### config.mk
export PLATFORM = sky130hd
export DESIGN_NAME = parity_frame_tx
export DESIGN_NICKNAME = d
export VERILOG_FILES = /design/src/rtl/parity_frame_tx.sv
export SDC_FILE = /design/constraint.sdc
export NUM_CORES = 1
export LEC_CHECK = 0
export BUFFER_PORTS_ARGS = -buffer_cell sky130_fd_sc_hd__buf_2
export CAP_MARGIN = 20
export CORE_UTILIZATION = 43
export DETAILED_ROUTE_END_ITERATION = 8
export PLACE_DENSITY = 0.64
export SLEW_MARGIN = 10
export SYNTH_ARGS = -nofsm -noshare
export SYNTH_HDL_FRONTEND = slang
export SYNTH_SLANG_ARGS = --single-unit
### constraint.sdc
create_clock -name clk -period 1.9 [get_ports clk]
set_input_delay 0.285 -clock clk [delete_from_list [all_inputs] [get_ports clk]]
set_output_delay 0.285 -clock clk [all_outputs]
set_load 0.02 [all_outputs]
### src/rtl/parity_frame_tx.sv
// parity_frame_tx: accepts a data word plus its parity bit and enable over a
// valid/ready handshake. It checks the parity bit against the data word, then
// sends one serial frame: a start bit, the data bits LSB first, the parity bit
// as received, and a stop bit. Each bit is held for CLKS_PER_BIT clocks.
module parity_frame_tx #(
    parameter int DATA_W       = 3,
    parameter int CLKS_PER_BIT = 4
) (
    input  logic              clk,
    input  logic              rst,
    input  logic [DATA_W-1:0] data_in,
    input  logic              parity_in,
    input  logic              enable_in,
    input  logic              in_valid,
    output logic              in_ready,
    output logic              tx_out,
    output logic              busy,
    output logic              frame_done,
    output logic              par_err
);

    // The counters get at least one bit so that the degenerate
    // CLKS_PER_BIT=1 and DATA_W=1 cases still produce legal vectors.
    localparam int DIV_W = (CLKS_PER_BIT > 1) ? $clog2(CLKS_PER_BIT) : 1;
    localparam int BIT_W = (DATA_W > 1) ? $clog2(DATA_W) : 1;
    localparam logic [DIV_W-1:0] DIV_LAST = DIV_W'(CLKS_PER_BIT - 1);
    localparam logic [BIT_W-1:0] BIT_LAST = BIT_W'(DATA_W - 1);

    typedef enum logic [2:0] {
        IDLE,
        START,
        DATA,
        PARITY,
        STOP
    } state_t;

    state_t            state_reg;
    state_t            state_next;
    logic [DIV_W-1:0]  div_reg;
    logic [DIV_W-1:0]  div_next;
    logic [BIT_W-1:0]  bit_reg;
    logic [BIT_W-1:0]  bit_next;
    logic [DATA_W-1:0] data_reg;
    logic              parity_reg;
    logic              par_err_reg;
    logic              accept;
    logic              slot_end;

    // The enable input only affects the parity check made at accept time.
    // It is therefore folded into par_err_reg instead of being stored.
    // While rst is high, in_ready is forced low.
    assign in_ready = (state_reg == IDLE) && !rst;
    assign accept   = in_valid && in_ready;
    assign slot_end = (div_reg == DIV_LAST);
    assign par_err  = par_err_reg;

    // State, divider, bit counter and hold registers.
    // A reset mid-frame aborts the frame at once.
    always_ff @(posedge clk or posedge rst) begin
        if (rst) begin
            state_reg   <= IDLE;
            div_reg     <= '0;
            bit_reg     <= '0;
            data_reg    <= '0;
            parity_reg  <= 1'b0;
            par_err_reg <= 1'b0;
        end else begin
            state_reg <= state_next;
            div_reg   <= div_next;
            bit_reg   <= bit_next;
            if (accept) begin
                data_reg    <= data_in;
                parity_reg  <= parity_in;
                par_err_reg <= (parity_in != (enable_in & ^data_in));
            end
        end
    end

    // Next-state logic and line/status decode.
    // The divider returns to 0 at the end of every bit slot, so every state
    // change starts with a fresh divider count.
    always_comb begin
        state_next = state_reg;
        div_next   = slot_end ? '0 : div_reg + 1'b1;
        bit_next   = bit_reg;
        tx_out     = 1'b1;
        busy       = 1'b1;
        frame_done = 1'b0;
        case (state_reg)
            IDLE: begin
                busy     = 1'b0;
                div_next = '0;
                bit_next = '0;
                if (accept) begin
                    state_next = START;
                end
            end
            START: begin
                tx_out = 1'b0;
                if (slot_end) begin
                    state_next = DATA;
                end
            end
            DATA: begin
                tx_out = data_reg[bit_reg];
                if (slot_end) begin
                    if (bit_reg == BIT_LAST) begin
                        state_next = PARITY;
                    end else begin
                        bit_next = bit_reg + 1'b1;
                    end
                end
            end
            PARITY: begin
                tx_out = parity_reg;
                if (slot_end) begin
                    state_next = STOP;
                end
            end
            STOP: begin
                if (slot_end) begin
                    frame_done = 1'b1;
                    state_next = IDLE;
                end
            end
            default: begin
                busy       = 1'b0;
                state_next = IDLE;
            end
        endcase
    end

endmodule

# Yosys cells after proc, flatten, opt, wreduce, memory -nomap -nowiden

Cells that the tools add are included.

Bits in registers: 12

Add/sub/neg operators: 2
Order comparisons: 1
Eq/ne operators: 14
Mux-type cells: 18
Bitwise operators: 1
Reductions and logical operators: 9

Operator list:

| cell                  | count |
|---|---|
| $mux W3               | 6 |
| $pmux W3 S5           | 1 |
| $ne A2 B2 Y1 const B  | 7 |
| $mux W2               | 4 |
| $eq A3 B2 Y1 const B  | 2 |
| $reduce_and A6 Y1     | 1 |
| $add A2 B1 Y2 const B | 2 |
| $eq A2 B2 Y1 const B  | 2 |
| $mux W1               | 4 |
| $pmux W2 S2           | 1 |
| $reduce_or A4 Y1      | 1 |
| $eq A3 B1 Y1 const B  | 1 |
| $eq A3 B3 Y1 const B  | 1 |
| $logic_not A3 Y1      | 1 |
| $lt A2 B3 Y1 const B  | 1 |
| $pmux W1 S3           | 1 |
| $reduce_and A3 Y1     | 1 |
| $reduce_xor A3 Y1     | 1 |
| $bmux W1 S2           | 1 |
| $logic_and A1 B1 Y1   | 2 |
| $reduce_bool A2 Y1    | 1 |
| $and A1 B1 Y1         | 1 |
| $logic_not A1 Y1      | 1 |
| $ne A1 B1 Y1          | 1 |

# Depth between registers and ports, before layout

Word-level depth: 5
Gate-level depth with buffers: 6
Depth with buffers taken out: 6

# Least setup slack after synthesis

OpenSTA, ideal clock, no wires.

Kind: register -> register
Start point: reg state_reg[0]
End point: reg data_reg[0]
Setup time: 0.125 ns
Arrival time: 1.412 ns
Required time: 1.775 ns
Setup slack: 0.363 ns
Cell stages (with the launch flop): 5
Period minus slack after synthesis: 1.537 ns
Cells stage by stage: dfrtp_1 buf_6 nor4_4 nand2_4 mux2_4

Word-level cells in the longest chain between the ends: 3

RTL lines:

| what                   | line | text |
|---|---|---|
| from (decl)            | 37   | `state_t state_reg;` |
| from (signal assigned) | 68   | `state_reg <= state_next;` |
| $logic_not A3 Y1       | 52   | `assign in_ready = (state_reg == IDLE) && !rst;` |
| $logic_and A1 B1 Y1    | 52   |  |
| via in_ready           | 15   | `output logic in_ready,` |
| $logic_and A1 B1 Y1    | 53   | `assign accept = in_valid && in_ready;` |
| to (signal assigned)   | 72   | `data_reg <= data_in;` |
| to (decl)              | 43   | `logic [DATA_W-1:0] data_reg;` |

The timed path passes the listed nets, and every way through them passes these cells.
A chain may end at the register's enable or synchronous reset.

# Final worst setup path

Start point: reg state_reg[0]
End point: out in_ready

Word-level cells in the longest chain between the ends: 2

RTL lines:

| what                | line |
|---|---|
| $logic_not A3 Y1    | 52 |
| $logic_and A1 B1 Y1 | 52 |
| to (decl)           | 15 |

No other way between the ends.

==> load_flow_metrics.sql <==
INSERT INTO impl_metrics (metric_group, metric, value, unit) VALUES
('synth', 'syn_area', '661', 'um^2'),
('grt', 'largest_net_degree_at_the_start_of_global_routing', '13', ''),
('min_path', 'hold_path.class', 'in2async', ''),
('worst_setup_path', 'end_kind', 'output pin', ''),
('grt', 'first_global_vias', '368', ''),
('cts', 'postCtsResizedCells', '0', ''),
('worst_setup_path', 'worst-endpoint-required', '1.62', 'ns'),
('floorplan', 'core', '1370', 'um^2'),
('floorplan', 'initial_core_utilization', '0.484', ''),
('synth', 'synth-compound-area-share', '0.108', ''),
('cts', 'cts.htree.levels', '1', ''),
('cts', 'tritoncts', 'yes', ''),
('sta', 'final_hold_vio_count', '0', ''),
('sta', 'slew_headroom', '0.691', ''),
('grt', 'global_route_wire_length_before_repair', '1710', 'um'),
('worst_setup_path', 'timing.reg2reg.worst_path_depth', '6', ''),
('worst_setup_path', 'regToRegSetupSlack', '0.36', 'ns'),
('placed_design', 'pre_cts_ws', '0.385', 'ns'),
('power_and_ir_drop', 'power.density', '1510', 'nW/um^2'),
('routing', 'routed_wirelength', '1090', 'um'),
('sta', 'min_period_over_period', '0.880', ''),
('placed_design', 'weighted_congestion_reported_at_the_end_of_routability_driven_placement', '0.708', ''),
('sta', 'worst_pin_slew', '0.463', 'ns'),
('power_and_ir_drop', 'total_power', '0.00113', 'W'),
('synth', 'synth_area_leaders', 'dfrtp_1 45%, mux2_4 9.1%, ha_1 3.8%', ''),
('grt', 'globalRoute.totalOverflow', '0', ''),
('cts', 'cts_made_buffers', '3', ''),
('routing', 'antenna_violating_nets_post_route', '0', ''),
('floorplan', 'io_pins', '13', ''),
('final_layout', 'drive_gt1_frac', '0.310', ''),
('synth', 'yosysTopAreaCellShare', '0.455', ''),
('synth', 'post-synth-top-area-cell', 'dfrtp_1', ''),
('grt', 'use_met1', '0.238', ''),
('power_and_ir_drop', 'power.sequential.fraction', '0.431', ''),
('final_layout', 'layout.nets', '83', ''),
('sta', 'fin_worst_skew', '0.00406', 'ns'),
('cts', 'post_cts.repair.setup_buffers', '0', ''),
('cts', 'skew_pair_late_insertion_delay', '0.27', 'ns'),
('cts', 'holdBufCountCts', '0', ''),
('synth', 'yosys.area_share.simple', '0.161', ''),
('sta', 'final.setup.tns', '0', 'ns'),
('sta', 'min_period', '1.67', 'ns'),
('routing', 'route.detailed.wl_per_inst', '12.7', 'um'),
('final_layout', 'antenna-diode-count', '0', ''),
('power_and_ir_drop', 'power.static_leakage', '0.363', 'nW'),
('power_and_ir_drop', 'comb_power_share', '0.428', ''),
('synth', 'synthesis.instances', '58', ''),
('synth', 'ys_seq_elements', '12', ''),
('worst_setup_path', 'cp.arrival', '1.39', 'ns'),
('status', 'run_status', 'finished, final reports clean', ''),
('worst_setup_path', 'path_class', 'reg2out', ''),
('floorplan', 'die-width', '41.2', 'um'),
('routing', 'detail_route.first_pass.iterations', '4', ''),
('routing', 'dr_vias_cell', '5.43', ''),
('grt', 'grt.total_usage', '0.166', ''),
('sta', 'setup-violations-final', '0', ''),
('sta', 'rsz0062_at_grt', 'false', ''),
('grt', 'use_met2', '0.203', ''),
('sta', 'timing_max_transition_violations_final', '0', ''),
('worst_setup_path', 'r2r-start', 'bit_reg[0]', ''),
('grt', 'grt_antenna_before_repair', '0', ''),
('cts', 'tritoncts_num_sinks', '12', ''),
('routing', 'drt-initial-drc-count', '14', ''),
('worst_setup_path', 'start_kind', 'register', ''),
('floorplan', 'floorplan.die.height', '41.2', 'um'),
('power_and_ir_drop', 'cell_internal_pwr', '0.000683', 'W'),
('power_and_ir_drop', 'p_sw_frac', '0.393', ''),
('cts', 'clkSlewWorstSetupHoldPaths', '0.08', 'ns'),
('synth', 'synth_sequential_area_ratio', '0.455', ''),
('placed_design', 'dp_hpwl', '791', 'um'),
('final_layout', 'final_design_area_no_fill', '747', 'um^2');
-- worst max-delay path: stages (launching register included) --
cell and delay, ns:
dfrtp_1 0.51, nor4_4 0.38, buf_2 0.22
-- layout by cell type (no fill, tap or decap) --
cell	Yosys	layout
dfrtp_1	12	12
buf_2	0	12
nand2_1	6	6
o21ai_0	5	5
mux2_4	4	4
inv_1	3	3
nor2_1	3	3
clkbuf_4	0	3
nor3_1	2	2
xnor2_1	2	2
ha_1	2	2
nand3_1	1	1
mux2_2	1	1
nor4_4	1	1
nand2_4	1	1
nand2b_1	1	1
or3_1	1	1
a211o_1	1	1
o31ai_1	1	1
xor3_1	1	1
xor2_1	1	1
mux2i_1	1	1
o22ai_1	1	1
a31oi_1	1	1
nor2b_1	1	1
and3_1	1	1
a2bb2oi_1	1	1
o32ai_1	1	1
-- worst max path at each step --
stage / endpoint / slack, ns / cells past startpoint
2_1_floorplan: data_reg[0] / 0.36 / 4
3_3_place_gp: bit_reg[1] / 0.40 / 6
3_5_place_dp: bit_reg[1] / 0.39 / 6
4_1_cts: in_ready / 0.21 / 2
5_1_grt: frame_done / 0.14 / 3
6_report: in_ready / 0.23 / 2
-- layer usage --
layer	routed length (um)	share of wire
met1	540	0.49
met2	492	0.45
met3	54	0.049
met4	6	0.0055
met5	0	0
-- power groups by stage --
stage	Clock [W]	Sequential [W]	Combinational, W
floorplan	0	0.000443	0.000429
detailed placement	0	0.000491	0.000484
global route	0.000175	0.000500	0.000532
finish	0.000160	0.000485	0.000481
CTS	0.000166	0.000485	0.000486
global placement	0	0.000490	0.000479
-- Yosys cell counts, drive strengths merged --
cell	number
dfrtp	12
mux2	5
mux2i	1
a31oi	1
nor3	2
o21ai	5
nor2	3
xor3	1
nor2b	1
o22ai	1
nor4	1
a2bb2oi	1
buf	1
xnor2	2
o31ai	1
a211o	1
nand2	7
nand2b	1
and3	1
xor2	1
clkbuf	1
ha	2
or3	1
o32ai	1
inv	3
nand3	1
-- stage by stage --
stage | hold slack, ns | util | cells
finish | 0.0331 | 0.547 | 86
global route | 0.0814 | 0.547 | 86
CTS | 0.0532 | 0.547 | 86
global placement | 0.355 | 0.530 | 83
floorplan | 0.150 | - | 58
detailed placement | 0.355 | 0.530 | 83
-- cells by family after synthesis --
logic type | count (synthesis)
flip-flops | 12
adder cells (fa/ha/maj) | 2
AND/OR/NAND/NOR | 18
buffers and inverters | 5
XOR/XNOR | 4
AO/OA/AOI/OAI | 11
multiplexers | 6
-- final cells by class --
| class | instances | area (um^2) |
|---|---|---|
| Sequential cell | 12 | 300 |
| Fill cell | 124 | 619 |
| Clock buffer | 3 | 22.5 |
| Timing Repair Buffer | 12 | 60.1 |
| Tap cell | 15 | 18.8 |
| Multi-Input combinational cell | 41 | 334 |
| Inverter | 3 | 11.3 |
Power figures use the tool's default switching activity.
